File: src/rtl/bcd_segment_encoder.sv
// Two-digit seven-segment front end: binary value to decimal (double-dabble) or hex glyphs,
// plus the free-running clk7s refresh clock for the downstream digit multiplexer.
module bcd_segment_encoder #(
  parameter int unsigned REFRESH_HALF = 25000
) (
  input  logic       clk,
  input  logic       rst_n,
  input  logic [7:0] value,
  input  logic       hex_mode,
  input  logic       load,
  output logic       busy,
  output logic       clk7s,
  output logic       a0,
  output logic       b0,
  output logic       c0,
  output logic       d0,
  output logic       e0,
  output logic       f0,
  output logic       g0,
  output logic       dp0,
  output logic       a1,
  output logic       b1,
  output logic       c1,
  output logic       d1,
  output logic       e1,
  output logic       f1,
  output logic       g1,
  output logic       dp1
);

  localparam int unsigned CW = (REFRESH_HALF > 1) ? $clog2(REFRESH_HALF) : 1;
  localparam logic [CW-1:0] REFRESH_TC = CW'(REFRESH_HALF - 1);

  typedef enum logic [1:0] {IDLE, CONVERT, UPDATE} state_t;

  state_t      state;
  logic [7:0]  shift_q;
  logic [3:0]  hund_q, tens_q, ones_q;
  logic [2:0]  iter_q;
  logic [3:0]  digit1_q, digit0_q;
  logic        ovf_q;
  logic [6:0]  seg1_q, seg0_q;
  logic        dp1_q;
  logic [CW-1:0] refresh_q;
  logic        clk7s_q;
  logic [19:0] dabble_c;

  // Active-low a..g glyph patterns for 0-9, A, b, C, d, E, F.
  function automatic logic [6:0] glyph(input logic [3:0] n);
    case (n)
      4'h0: glyph = 7'b0000001;
      4'h1: glyph = 7'b1001111;
      4'h2: glyph = 7'b0010010;
      4'h3: glyph = 7'b0000110;
      4'h4: glyph = 7'b1001100;
      4'h5: glyph = 7'b0100100;
      4'h6: glyph = 7'b0100000;
      4'h7: glyph = 7'b0001111;
      4'h8: glyph = 7'b0000000;
      4'h9: glyph = 7'b0000100;
      4'hA: glyph = 7'b0001000;
      4'hB: glyph = 7'b1100000;
      4'hC: glyph = 7'b0110001;
      4'hD: glyph = 7'b1000010;
      4'hE: glyph = 7'b0110000;
      default: glyph = 7'b0111000;
    endcase
  endfunction

  function automatic logic [3:0] add3(input logic [3:0] n);
    add3 = (n >= 4'd5) ? n + 4'd3 : n;
  endfunction

  // One double-dabble step: correct every BCD nibble, then shift the whole chain left.
  always_comb begin
    dabble_c = 20'd0;
    dabble_c = {add3(hund_q), add3(tens_q), add3(ones_q), shift_q} << 1;
  end

  always_ff @(posedge clk or negedge rst_n) begin
    if (!rst_n) begin
      state    <= IDLE;
      busy     <= 1'b0;
      shift_q  <= 8'd0;
      hund_q   <= 4'd0;
      tens_q   <= 4'd0;
      ones_q   <= 4'd0;
      iter_q   <= 3'd0;
      digit1_q <= 4'd0;
      digit0_q <= 4'd0;
      ovf_q    <= 1'b0;
      seg1_q   <= 7'h7F;
      seg0_q   <= 7'h7F;
      dp1_q    <= 1'b1;
    end else begin
      case (state)
        IDLE: begin
          if (load) begin
            busy <= 1'b1;
            if (hex_mode) begin
              digit1_q <= value[7:4];
              digit0_q <= value[3:0];
              ovf_q    <= 1'b0;
              state    <= UPDATE;
            end else begin
              shift_q <= value;
              hund_q  <= 4'd0;
              tens_q  <= 4'd0;
              ones_q  <= 4'd0;
              iter_q  <= 3'd0;
              state   <= CONVERT;
            end
          end
        end
        CONVERT: begin
          {hund_q, tens_q, ones_q, shift_q} <= dabble_c;
          iter_q <= iter_q + 3'd1;
          if (iter_q == 3'd7) begin
            digit1_q <= dabble_c[15:12];
            digit0_q <= dabble_c[11:8];
            ovf_q    <= (dabble_c[19:16] != 4'd0);
            state    <= UPDATE;
          end
        end
        UPDATE: begin
          seg1_q <= glyph(digit1_q);
          seg0_q <= glyph(digit0_q);
          dp1_q  <= ~ovf_q;
          busy   <= 1'b0;
          state  <= IDLE;
        end
        default: begin
          busy  <= 1'b0;
          state <= IDLE;
        end
      endcase
    end
  end

  // Free-running refresh divider, independent of the conversion FSM.
  always_ff @(posedge clk or negedge rst_n) begin
    if (!rst_n) begin
      refresh_q <= '0;
      clk7s_q   <= 1'b0;
    end else if (refresh_q == REFRESH_TC) begin
      refresh_q <= '0;
      clk7s_q   <= ~clk7s_q;
    end else begin
      refresh_q <= refresh_q + CW'(1);
    end
  end

  assign clk7s = clk7s_q;
  assign {a1, b1, c1, d1, e1, f1, g1} = seg1_q;
  assign {a0, b0, c0, d0, e0, f0, g0} = seg0_q;
  assign dp1 = dp1_q;
  assign dp0 = 1'b1;

endmodule

File: config.mk
export PLATFORM = sky130hd
export DESIGN_NAME = bcd_segment_encoder
export DESIGN_NICKNAME = d
export VERILOG_FILES = /design/src/rtl/bcd_segment_encoder.sv
export SDC_FILE = /design/constraint.sdc
export NUM_CORES = 1
export LEC_CHECK = 0
export ABC_AREA = 1
export CORE_UTILIZATION = 30
export DETAILED_ROUTE_END_ITERATION = 8
export GPL_TIMING_DRIVEN = 0
export PLACE_DENSITY = 0.44
export SYNTH_ARGS = -nofsm -noshare
export SYNTH_HDL_FRONTEND = slang
export SYNTH_SLANG_ARGS = --single-unit
File: constraint.sdc
create_clock -name clk -period 2.28 [get_ports clk]
set_input_delay 0.342 -clock clk [delete_from_list [all_inputs] [get_ports clk]]
set_output_delay 0.342 -clock clk [all_outputs]
set_load 0.01 [all_outputs]
==> results of run 1 <==
-- routing by layer --
layer	up-vias	routed length [um]
li1	1516	-
met1	1339	4078
met2	51	3473
met3	9	403
met4	0	111
met5	-	0
-- worst min-delay path by stage --
stage                             to  slack [ps]             startpoint  cells after the start
6_report       hund_q[1]$_DFFE_PN0P_         120                  rst_n                      1
5_1_grt        hund_q[0]$_DFFE_PN0P_         210                  rst_n                      1
4_1_cts        hund_q[1]$_DFFE_PN0P_         160                  rst_n                      1
3_5_place_dp   seg1_q[3]$_DFFE_PN1N_         460  seg1_q[3]$_DFFE_PN1N_                      2
3_3_place_gp       clk7s$_DFFE_PN0N_         460      clk7s$_DFFE_PN0N_                      1
2_1_floorplan       busy$_DFFE_PN0P_          50                  rst_n                      0
-- area by class of cell --
cell class	count	area (um2)	area share
flip-flops and latches	66	1670	0.3801
clock inverters	2	8.758	0.001993
clock buffers	14	284.0	0.06464
inverters	53	200.2	0.04556
multi-input cells	306	1698	0.3864
repair buffers	28	277.8	0.06321
plain buffers	13	76.32	0.01737
well taps	143	178.9	0.04072
-- per-stage QoR --
stage	hold slack (ps)	utilization	cells	setup TNS (ps)	setup WS, ps
final	116.7	0.3784	625	0	531.9
after global routing	209.9	0.3784	625	0	492.6
after CTS	158.4	0.3784	625	0	511.6
after detailed placement	457.3	0.3532	609	0	517.4
after global placement	455.1	0.3534	609	-90120	-1555
after floorplan	46.41	-	438	0	893.1
-- state kept, by name, indices dropped and copies added (netlist names), 4 cells and up --
| name | cells |
|---|---|
| digit1_q | 4 |
| ones_q | 4 |
| seg1_q | 7 |
| tens_q | 4 |
| refresh_q | 15 |
| shift_q | 8 |
| seg0_q | 7 |
| hund_q | 4 |
| digit0_q | 4 |
-- synth_stat cells, types with 2 or more instances --
library cell,instances
nand2_1,90
dfrtp_1,51
inv_1,48
nor2_1,44
nand3_1,35
o21ai_0,31
a21oi_1,22
ha_1,21
dfstp_2,15
a31oi_1,11
buf_2,10
xor2_1,10
nor3_1,8
inv_2,4
nand4_1,4
a22o_1,3
nand2_2,3
nand2_4,3
nor3_2,3
o211ai_1,3
buf_4,2
o21ai_1,2
-- power breakdown --
part	switching, mW	internal (mW)	total, mW
combinational	1.40	0.935	2.34
sequential	0.251	1.65	1.91
clock	0.496	0.849	1.34
-- cell families (layout without fill, tap and decap cells) --
kind of cell,count (synthesis),count (layout)
buffers and inverters,66,110
and+or+nand+nor,198,198
DFF,66,66
other,1,1
adders and majority gates,21,21
AOI/OAI and AO/OA,76,76
xor gates and xnor gates,10,10
==> results summary, run 1 <==
The flow ran to the end, but the final reports show violations. The final reports fail on design-rule violations. The pin slew with the least headroom to its limit came out at 858.8 ps. The floorplan die height is 112.2 um. The count of flip-flops with a built-in enable after synthesis came out at 0. The delay contributed by the slowest stage of the critical path came out at 540 ps. The sequential fraction of the synthesis area is 0.4583. Setup violations remaining at the end of the flow were counted as 0. The path type of the worst setup path is reg2out. The source-to-sink clock delay at the later pin of the worst-skew pair came out at 330 ps. The relative area change from synthesis to final layout is 20.56%. The count of input and output buffers is 28. The largest total area in the synthesized netlist belongs to dfrtp_1. The busiest metal layer after global routing is met2. The simple-gate area share of the yosys netlist came out at 0.2516. Summed over all cells, the static leakage comes to 2.062 nW. The post-route DRC violation count came out at 5.

The min-delay analysis places its worst path in the category in2async. In the final layout, the share of cells above drive strength 1 is 0.1307. For this design, the sink count on the clock tree is 66.

Sorting the synthesized cells by area gives the leading types as dfrtp_1 35%, dfstp_2 11%, nand2_1 9.3%. The initial antenna violation count came out at 0. The routed length per instance is 12.91 um.

The first global-routing pass estimated 14300 um of wire. The floorplan die width came out at 112.2 um. The endpoint identified for the worst register-to-register timing path is clk7s$_DFFE_PN0N_.

The area of the mapped netlist is 0.003645 mm2. The hold buffer count at CTS came out at 0. The number of nets with antenna violations after detailed routing is 0. The number of DRC violations after detailed-routing iteration 0 is 127.

After routing the design area is 0.004394 mm2. The worst setup path is launched from a flip-flop. The critical register-to-register path startpoint is refresh_q[0]$_DFF_PN0_.

The final HPWL from detailed placement is 5778 um. The logic depth of the worst path, buffers included is 1. The area of the core is 0.01161 mm2. Setup repair after global routing left no endpoint under its margin. The power consumption is 5.590 mW. In the layout the commonest cells are 90 x nand2_1, 51 x dfrtp_1, 48 x inv_1, 44 x nor2_1, 35 x nand3_1.

Walking the worst path, the cells encountered are clkdlybuf4s50_1. The cell sitting at the root of the clock tree is a clkbuf_16. For the worst setup path, the data arrival time is 1410 ps. The number of different library cells used by synthesis comes to 37. Global routing finished with a remaining overflow of 0. The final critical-path share of the clock period came out at 0.7667. The total cell area at the placement stage came out at 0.004101 mm2. The total count of hold-check failures in the final report is 0. The CTS H-tree depth came out at 3. The number of maximum-capacitance constraint violations came out at 0.

The antenna diode instance count came out at 0. In this run, post-CTS repair resized a total of 0 instances. The post-synthesis share of cell area spent on full adders, half adders and majority gates is 0.07209. The proportion of synthesized flip-flops having asynchronous set or reset is 1.000. The timing endpoint of the critical path is f0. The placement row count is 39. The final layout net count came out at 510. The count of yosys warnings during synthesis is 0. The count of TritonRoute iterations in the first routing pass is 7.

Among cell families on the critical path, the largest total delay comes from flip-flops. After detailed routing, the number of vias per cell comes to 4.664. For this block, the routed nets add up to 8066 um of wire. Across the VDD grid, the largest voltage drop is 0.0006030 V. The endpoint required time on the critical path is 1940 ps. In this run, synthesis produced a sequential element count of 66. Entering global routing, the biggest net connects 67 pins. After synthesis, the share of cell area in mux cells is 0. In the global route stage, met2 resource usage came out at 0.2141.

TritonCTS built the clock tree. The area share of the leading cell type in the synthesized netlist came out at 0.3502. The buffer and inverter count on the worst path is 1.

The maximum clock frequency is 0.5721 GHz. The XOR/XNOR share of the synthesized area came out at 0.02403. In this run the tightest slew margin relative to its limit is 0.4275. After clock tree synthesis, the setup repair step added 0 buffers. The number of ports placed on the die boundary is 30. Averaged over all synthesized cells, the footprint is 8.321 um2. The post-synthesis compound-gate area fraction is 0.1171. After synthesis, the largest family of logic cells by area is simple AND/OR/NAND/NOR gates. In this run the register-to-register setup slack is 710 ps. The die covers 0.01259 mm2.

The final number of max-transition violations came out at 0. The met3 track utilization from global routing is 0.04482. The clock slew at the register clock pins of the worst setup and hold paths is 50 ps.

The met1 usage in global routing is 0.2014. The cell with the largest stage delay on the worst path is dfstp_2. The number of cells traversed by the worst register-to-register path is 6. Routability-driven placement finished with a final weighted congestion of 0.8119. For this configuration, the core starts out at a cell density of 0.3138. The number of global-route vias before repair was 2922.

The commonest non-fill, non-tap cell in the layout is nand2_1. The layout has 1216 filler cells. Buffers inserted during clock tree synthesis total 9. The total via count in the routed design came out at 2915. The cell count after synthesis is 438.

Tracing the worst setup path back leads to its startpoint at seg0_q[1]$_DFFE_PN1N_. The time the worst path needs with I/O delays and setup is 1748 ps. In this run the deepest clock path goes through 2 buffers. The post-synthesis net count is 471. Between clock sinks in the finished design, the worst skew comes to 4.466 ps.

The most used flip-flop cell after synthesis is dfrtp_1. The capturing element type of the critical path is an output pin. The power per unit of standard cell area came out at 1272 mW/mm2. The total routing resource utilization after global routing came out at 0.1453.

Of all nets on the critical path, the largest fanout is 2.
Power figures use the tool's default switching activity.
==> inputs of run 2 (changes only) <==
clock period = 1.74 ns   (was 2.28 ns; I/O delays follow)
==> results of run 2 <==
The final DEF is identical to that of run 1. Status: finished with violations: design-rule violations.
Among the figures that moved: setup slack after placement 517.4 ps -> 58.44 ps; setup slack after layout 531.9 ps -> 72.93 ps; hold slack 116.7 ps -> 35.72 ps; register-to-register setup slack 710 ps -> 170 ps; total power 5.590 mW -> 7.325 mW; worst IR drop on VDD 0.0006030 V -> 0.0007902 V
